$ cat config.mk
export PLATFORM = sky130hd
export DESIGN_NAME = cgra_seq_ctrl
export DESIGN_NICKNAME = d
export VERILOG_FILES = /design/src/rtl/cgra_seq_ctrl.sv
export SDC_FILE = /design/constraint.sdc
export NUM_CORES = 1
export LEC_CHECK = 0
export CORE_MARGIN = 4
export CORE_UTILIZATION = 43
export DETAILED_ROUTE_END_ITERATION = 8
export GPL_TIMING_DRIVEN = 1
export PLACE_DENSITY = 0.81
export SETUP_SLACK_MARGIN = 0.4
export SLEW_MARGIN = 0
export SYNTH_ARGS = -nofsm -noshare
export SYNTH_HDL_FRONTEND = slang
export SYNTH_SLANG_ARGS = --single-unit
$ cat constraint.sdc
create_clock -name clk -period 2.9 [get_ports clk]
set_input_delay 0.58 -clock clk [delete_from_list [all_inputs] [get_ports clk]]
set_output_delay 0.58 -clock clk [all_outputs]
set_load 0.01 [all_outputs]
$ cat src/rtl/cgra_seq_ctrl.sv
// ---------------------------------------------------------------------------
// cgra_seq_ctrl
//   Load+run sequencer for a small CGRA.
//   A start clears the PEs for one cycle. The controller then streams
//   NUM_PE*ctx_num configuration words into the PEs in PE-major order. It
//   then pulses run for ctx_num cycles, waits out the two-stage PE pipeline,
//   and reports done.
//
// Ports
//   clk, rst        clock; synchronous active-high reset
//   start, abort    job request / job cancel
//   ctx_num         contexts per PE (1..DEPTH), captured on an accepted start
//   cfg_valid/ready/data   configuration word stream (valid/ready handshake)
//   pe_inst         instruction broadcast; non-zero only during an init strobe
//   pe_init         one-hot per-PE init strobe
//   pe_run, pe_rst  broadcast run / reset strobes
//   busy, done, err job in progress / job complete pulse / illegal start pulse
//   stall_cnt       (only with SEQ_CTRL_PERF_CNT_EN) LOAD cycles with no valid word
//
// Optional feature macro: SEQ_CTRL_PERF_CNT_EN
//
// State   | meaning
// --------+-------------------------------------------------
// S_IDLE  | waiting for a legal start
// S_CLR   | one-cycle PE reset before loading
// S_LOAD  | accepting configuration words, PE-major order
// S_RUN   | pe_run asserted for ctx_num cycles
// S_DRAIN | two cycles for PE instruction/result registers
// S_DONE  | one-cycle done pulse
// ---------------------------------------------------------------------------
module cgra_seq_ctrl #(
    parameter int PE_INST_W = 28,
    parameter int NUM_PE    = 4,
    parameter int DEPTH     = 16
) (
    input  logic                     clk,
    input  logic                     rst,
    input  logic                     start,
    input  logic                     abort,
    input  logic [$clog2(DEPTH):0]   ctx_num,
    input  logic                     cfg_valid,
    input  logic [PE_INST_W-1:0]     cfg_data,
    output logic                     cfg_ready,
    output logic [PE_INST_W-1:0]     pe_inst,
    output logic [NUM_PE-1:0]        pe_init,
    output logic                     pe_run,
    output logic                     pe_rst,
    output logic                     busy,
    output logic                     done,
    output logic                     err
`ifdef SEQ_CTRL_PERF_CNT_EN
    ,
    output logic [15:0]              stall_cnt
`endif
);

    localparam int CW = $clog2(DEPTH) + 1;
    localparam int PW = (NUM_PE > 1) ? $clog2(NUM_PE) : 1;

    typedef enum logic [2:0] {
        S_IDLE,
        S_CLR,
        S_LOAD,
        S_RUN,
        S_DRAIN,
        S_DONE
    } state_t;

    state_t          state_q, state_d;
    logic [PW-1:0]   pe_idx_q, pe_idx_d;
    logic [CW-1:0]   ctx_idx_q, ctx_idx_d;
    logic [CW-1:0]   ctx_num_q, ctx_num_d;
    logic [CW-1:0]   tmr_q, tmr_d;
    // Delivers the post-abort PE reset in the cycle after abort, when the FSM is already back in IDLE.
    logic            abort_rst_q, abort_rst_d;

    logic            start_ok;
    logic            xfer;

    assign start_ok = start && (ctx_num != '0) && (ctx_num <= CW'(DEPTH));

    always_ff @(posedge clk) begin
        if (rst) begin
            state_q     <= S_IDLE;
            pe_idx_q    <= '0;
            ctx_idx_q   <= '0;
            ctx_num_q   <= '0;
            tmr_q       <= '0;
            abort_rst_q <= 1'b0;
        end else begin
            state_q     <= state_d;
            pe_idx_q    <= pe_idx_d;
            ctx_idx_q   <= ctx_idx_d;
            ctx_num_q   <= ctx_num_d;
            tmr_q       <= tmr_d;
            abort_rst_q <= abort_rst_d;
        end
    end

    always_comb begin
        state_d     = state_q;
        pe_idx_d    = pe_idx_q;
        ctx_idx_d   = ctx_idx_q;
        ctx_num_d   = ctx_num_q;
        tmr_d       = tmr_q;
        abort_rst_d = 1'b0;

        cfg_ready   = 1'b0;
        pe_inst     = '0;
        pe_init     = '0;
        pe_run      = 1'b0;
        pe_rst      = abort_rst_q;
        busy        = (state_q != S_IDLE);
        done        = 1'b0;
        err         = 1'b0;
        xfer        = 1'b0;

        case (state_q)
            S_IDLE: begin
                if (start_ok) begin
                    ctx_num_d = ctx_num;
                    state_d   = S_CLR;
                end else if (start) begin
                    err = 1'b1;
                end
            end
            S_CLR: begin
                pe_rst    = 1'b1;
                pe_idx_d  = '0;
                ctx_idx_d = '0;
                state_d   = S_LOAD;
            end
            S_LOAD: begin
                // Dropping ready under abort keeps the source from treating
                // the abandoned word as consumed.
                cfg_ready = !abort;
                xfer      = cfg_valid && cfg_ready;
                if (xfer) begin
                    pe_inst = cfg_data;
                    for (int i = 0; i < NUM_PE; i++) begin
                        pe_init[i] = (pe_idx_q == PW'(i));
                    end
                    if (ctx_idx_q == ctx_num_q - CW'(1)) begin
                        ctx_idx_d = '0;
                        if (pe_idx_q == PW'(NUM_PE - 1)) begin
                            state_d = S_RUN;
                            tmr_d   = ctx_num_q - CW'(1);
                        end else begin
                            pe_idx_d = pe_idx_q + PW'(1);
                        end
                    end else begin
                        ctx_idx_d = ctx_idx_q + CW'(1);
                    end
                end
            end
            S_RUN: begin
                pe_run = !abort;
                if (tmr_q == '0) begin
                    state_d = S_DRAIN;
                    tmr_d   = CW'(1);
                end else begin
                    tmr_d = tmr_q - CW'(1);
                end
            end
            S_DRAIN: begin
                if (tmr_q == '0) begin
                    state_d = S_DONE;
                end else begin
                    tmr_d = tmr_q - CW'(1);
                end
            end
            S_DONE: begin
                done    = !abort;
                state_d = S_IDLE;
            end
            default: begin
                state_d = S_IDLE;
            end
        endcase

        if (abort && (state_q != S_IDLE)) begin
            state_d     = S_IDLE;
            abort_rst_d = 1'b1;
        end
    end

`ifdef SEQ_CTRL_PERF_CNT_EN
    logic [15:0] stall_cnt_q, stall_cnt_d;

    always_ff @(posedge clk) begin
        if (rst) begin
            stall_cnt_q <= '0;
        end else begin
            stall_cnt_q <= stall_cnt_d;
        end
    end

    always_comb begin
        stall_cnt_d = stall_cnt_q;
        if ((state_q == S_IDLE) && start_ok) begin
            stall_cnt_d = '0;
        end else if ((state_q == S_LOAD) && !cfg_valid && (stall_cnt_q != 16'hFFFF)) begin
            stall_cnt_d = stall_cnt_q + 16'd1;
        end
    end

    assign stall_cnt = stall_cnt_q;
`endif

endmodule

==> summary by stage <==
Outcome
The run finished with clean final reports.

Synth
The complex-gate fraction of the synthesized area is 0.185. The post-synthesis net count is approximately 280. The multiplexer share of the synthesized area is 0.0507. The dominant combinational cell family by area after synthesis is simple AND/OR/NAND/NOR gates.

The post-synthesis cell area is between 1500 and 2000 um^2. Counting flops with a built-in enable in the synthesized netlist gives 0. The register bit count reported by yosys is 21. The most used flip-flop cell after synthesis is sky130_fd_sc_hd__dfxtp_1. The synthesized netlist cell count is 230.

The post-synthesis share of cell area spent on full adders, half adders and majority gates is 0.0493. The warning count from the yosys run is 0. The average cell area after synthesis is 7.72 um^2. The simple-gate share of the synthesized area is 0.364. In the synthesized netlist the async set-or-reset flop fraction comes to 0.

The count of cell types in the netlist is 52. Of the total synthesized cell area, the portion taken by XOR and XNOR cells is 0.0634. The sequential cell area fraction in the yosys report is 0.237.

Global routing
Entering global routing, the biggest net connects 17 pins. The leftover overflow at the end of global routing is 0. The overall track demand over capacity in global routing is 0.207.

The wire length of the first global-routing pass is just under 9 mm. The via count of the first global-routing pass is approximately 1800. The number of antenna violations at the first check in global routing is 0.

Worst setup path
Data on the critical path arrives at its endpoint at around 2000 ps. For this run, the slowest stage of the critical path takes 520 ps. The worst setup path endpoint is pe_inst[1]. Tracing the worst setup path back leads to its startpoint at state_q[0].

STA classifies the critical path endpoint as an output pin. The master of the slowest instance on the critical path is sky130_fd_sc_hd__clkdlybuf4s50_1. At the worst endpoint, the required time is ~2300 ps. For flop-to-flop paths, the worst setup slack is around 580 ps.

The worst register-to-register path ends at pe_idx_q[1]. Of all nets on the critical path, the largest fanout is 8. The critical path goes through or3b_4 > nor2_4 > buf_4 > and2_1 > clkdlybuf4s50_1. The type of the worst setup path is register to output pin. The number of cells traversed by the worst register-to-register path is 7. The type of origin of the critical path is a register.

The worst flop-to-flop path startpoint is ctx_num_q[0].

Die
For this configuration, the core starts out at a cell density of 0.444. The region available for standard cell placement spans around 4000 um^2. Measured along the x axis, the die boundary spans 72.3 um. The die span in y is just over 70 um.

In this run the count of I/O pins placed on the die edge is between 70 and 80. The floorplan has 23 rows. The die area is roughly 5200 um^2.

Clocking
The clock latency on the worst-skew pair is between 200 and 300 ps. The number of sinks driven by the clock tree is 21. The maximum number of buffers from clock root to sink is 2. Clock tree synthesis inserted a total of 3 buffers. The tree is rooted in a sky130_fd_sc_hd__clkbuf_8. The CTS tree is done. Clock-pin slew was measured on the worst setup and hold paths at 80 ps. The H-tree depth is 1. In this run, post-CTS hold repair placed 0 buffers.

Layout
Once layout is complete, the cells apart from fillers number 361. The core utilization of the finished layout is 0.675. The number of diodes added for antenna fixing is 0. The share of final-layout standard cells stronger than drive strength 1 is 0.125. The final net count is 357. The area growth from synthesis to layout is 52.0%. The post-route cell area is ~2700 um^2.

Timing
Of the available clock period, the critical path in the final layout requires 0.889. The setup TNS is 0 ps. The final count of hold timing violations was 0. The final count of pins violating max slew is 0. The maximum clock skew at final layout is roughly 8.4 ps.

The slew of the pin with the lowest slew margin is between 500 and 600 ps. The worst pin sits at a relative slew slack of 0.630. Setup repair after global routing could not meet its margin everywhere.

The final number of setup-violating endpoints is 0. For the finished layout, the period the worst path requires is 2580 ps. The maximum achievable frequency is slightly below 0.4 GHz.

On the final layout, the worst hold slack is around 500 ps.

Drt
The routed metal-1 wire length is roughly 2.2 mm. The routed wire length on met2 is roughly 2.7 mm. After detailed routing, the met3 layer carries between 400 and 500 um of wire. The routed layout has between 1500 and 2000 vias. The first-pass iteration count of the detailed router is 4. The detailed router used layers up to and including met4. The number of design rule violations left after detail routing is 0. The routed via count divided by cell count is approximately 5.4. The initial DRC count is 47. The post-detailed-route count of antenna-violating nets is 0. Wires add up to 5.45 mm.

The wire length per cell after detailed routing is about 15 um.

Min path
The type of the worst min-delay path is register to register. The number of cells traversed by the worst hold path is 2.

Place
Detailed placement finished with a half-perimeter wire length of approximately 4.1 mm. The cell area reported after detailed placement is between 2000 and 3000 um^2. The count of buffers added on input and output ports is 75.

After detailed placement, the design holds a cell count of ~350. At the end of routability-driven placement, the weighted congestion stood at around 0.81.

Power
Summed over all cells, the static leakage comes to approximately 0.0012 uW. VDD sags by at most 0.203 mV. The power density relative to cell area is between 200 and 300 nW/um^2.

Job
The number of max-capacitance violations reported is 0.
-- cells by family after synthesis --
| logic type | Yosys count |
|---|---|
| simple gates | 111 |
| xor+xnor | 12 |
| buf+inv | 24 |
| flops | 21 |
| compound gates | 46 |
| fa+ha+maj | 7 |
| mux | 9 |
-- layout make-up --
| cell class | instances | area (um^2) |
|---|---|---|
| flip-flops and latches | 21 | 422 |
| clock buffers | 4 | 45.0 |
| fillers | 343 | 1300 |
| inverters | 12 | 45.0 |
| repair buffers | 89 | 828 |
| well taps | 50 | 62.6 |
| multi-input cells | 185 | 1300 |
-- cells in the final DEF (no fill, tap or decap), drive strengths merged, types with 4 or more instances in the layout --
cell            n
o21ai          14
inv            12
nand2          16
clkdlybuf4s50  49
dfxtp          21
o22ai           6
dlygate4sd2    14
xnor2          11
dlymetal6s2s    5
mux2i           9
nor3b           6
nor2b           4
ha              7
and2           34
a21oi           7
nor3           11
buf            14
clkbuf         10
nand3           5
nor2           16
-- synth_stat cells, types with 2 or more instances --
master                     count  area share
sky130_fd_sc_hd__a21oi_1       6       0.017
sky130_fd_sc_hd__a31oi_1       2      0.0070
sky130_fd_sc_hd__and2_1       34        0.12
sky130_fd_sc_hd__and3_1        2      0.0070
sky130_fd_sc_hd__clkbuf_1     11       0.023
sky130_fd_sc_hd__dfxtp_1      21        0.24
sky130_fd_sc_hd__ha_1          7       0.049
sky130_fd_sc_hd__inv_1        12       0.025
sky130_fd_sc_hd__mux2i_1       9       0.051
sky130_fd_sc_hd__nand2_1      16       0.034
sky130_fd_sc_hd__nand2b_1      2      0.0070
sky130_fd_sc_hd__nand3_1       5       0.014
sky130_fd_sc_hd__nand3b_1      2      0.0085
sky130_fd_sc_hd__nor2_1       16       0.034
sky130_fd_sc_hd__nor2b_1       4       0.014
sky130_fd_sc_hd__nor3_1       10       0.028
sky130_fd_sc_hd__nor3b_1       5       0.021
sky130_fd_sc_hd__nor4_1        3       0.011
sky130_fd_sc_hd__nor4b_2       2       0.017
sky130_fd_sc_hd__o21ai_0      12       0.034
sky130_fd_sc_hd__o21ai_1       2      0.0056
sky130_fd_sc_hd__o22ai_1       6       0.021
sky130_fd_sc_hd__o311ai_1      2      0.0099
sky130_fd_sc_hd__or2_2         2      0.0070
sky130_fd_sc_hd__xnor2_1      10       0.049
-- worst min-delay path by stage --
| stage | startpoint | end | slack [ps] |
|---|---|---|---|
| finish | tmr_q[1] | tmr_q[1] | 490 |
| global route | tmr_q[1] | tmr_q[1] | 540 |
| CTS | tmr_q[1] | tmr_q[1] | 490 |
| detailed placement | tmr_q[1] | tmr_q[1] | 480 |
| global placement | tmr_q[1] | tmr_q[1] | 470 |
| floorplan | tmr_q[1] | tmr_q[1] | 450 |
-- metrics by stage --
step,power [uW],setup WS [ps]
after global routing,734,252
after global placement,500,96.3
final,700,321
after detailed placement,504,89.4
after CTS,699,162
after floorplan,413,714
-- metal layers --
| layer | vias to the layer above | GRT usage |
|---|---|---|
| li1 | 969 | - |
| met1 | 892 | 0.252 |
| met2 | 81 | 0.363 |
| met3 | 9 | 0.0346 |
| met4 | 0 | 0.0731 |
| met5 | - | 0 |
-- flip-flops by register name (all words and copies together), names as in the netlist --
name	cells
tmr_q	5
pe_idx_q	2
abort_rst_q	1
state_q	3
ctx_idx_q	5
ctx_num_q	5
-- power breakdown --
| part | total (uW) | leakage, uW | switching (uW) | internal [uW] |
|---|---|---|---|---|
| registers | 304 | 0.000170 | 8.79 | 296 |
| clock network | 199 | 0.0000228 | 101 | 98.1 |
| logic | 197 | 0.00101 | 92.3 | 104 |
| total | 700 | 0.00121 | 202 | 498 |
-- worst max-delay path, delay by kind of cell, from the launching register on --
kind / cells / cell delay [ps]
buf+inv: 2 / 690
simple gates: 3 / 710
flops: 1 / 320
-- repair_timing --
| action | in CTS | in global routing |
|---|---|---|
| buffers inserted | 0 | 2 |
| pin swaps | 1 | 0 |
| endpoints found under the setup margin | 35 | 33 |
| cloned | 2 | 1 |
| hold endpoints to repair | 0 | 0 |
| gates resized for setup | 29 | 23 |
Note: power is estimated with default switching activity, not from simulation.
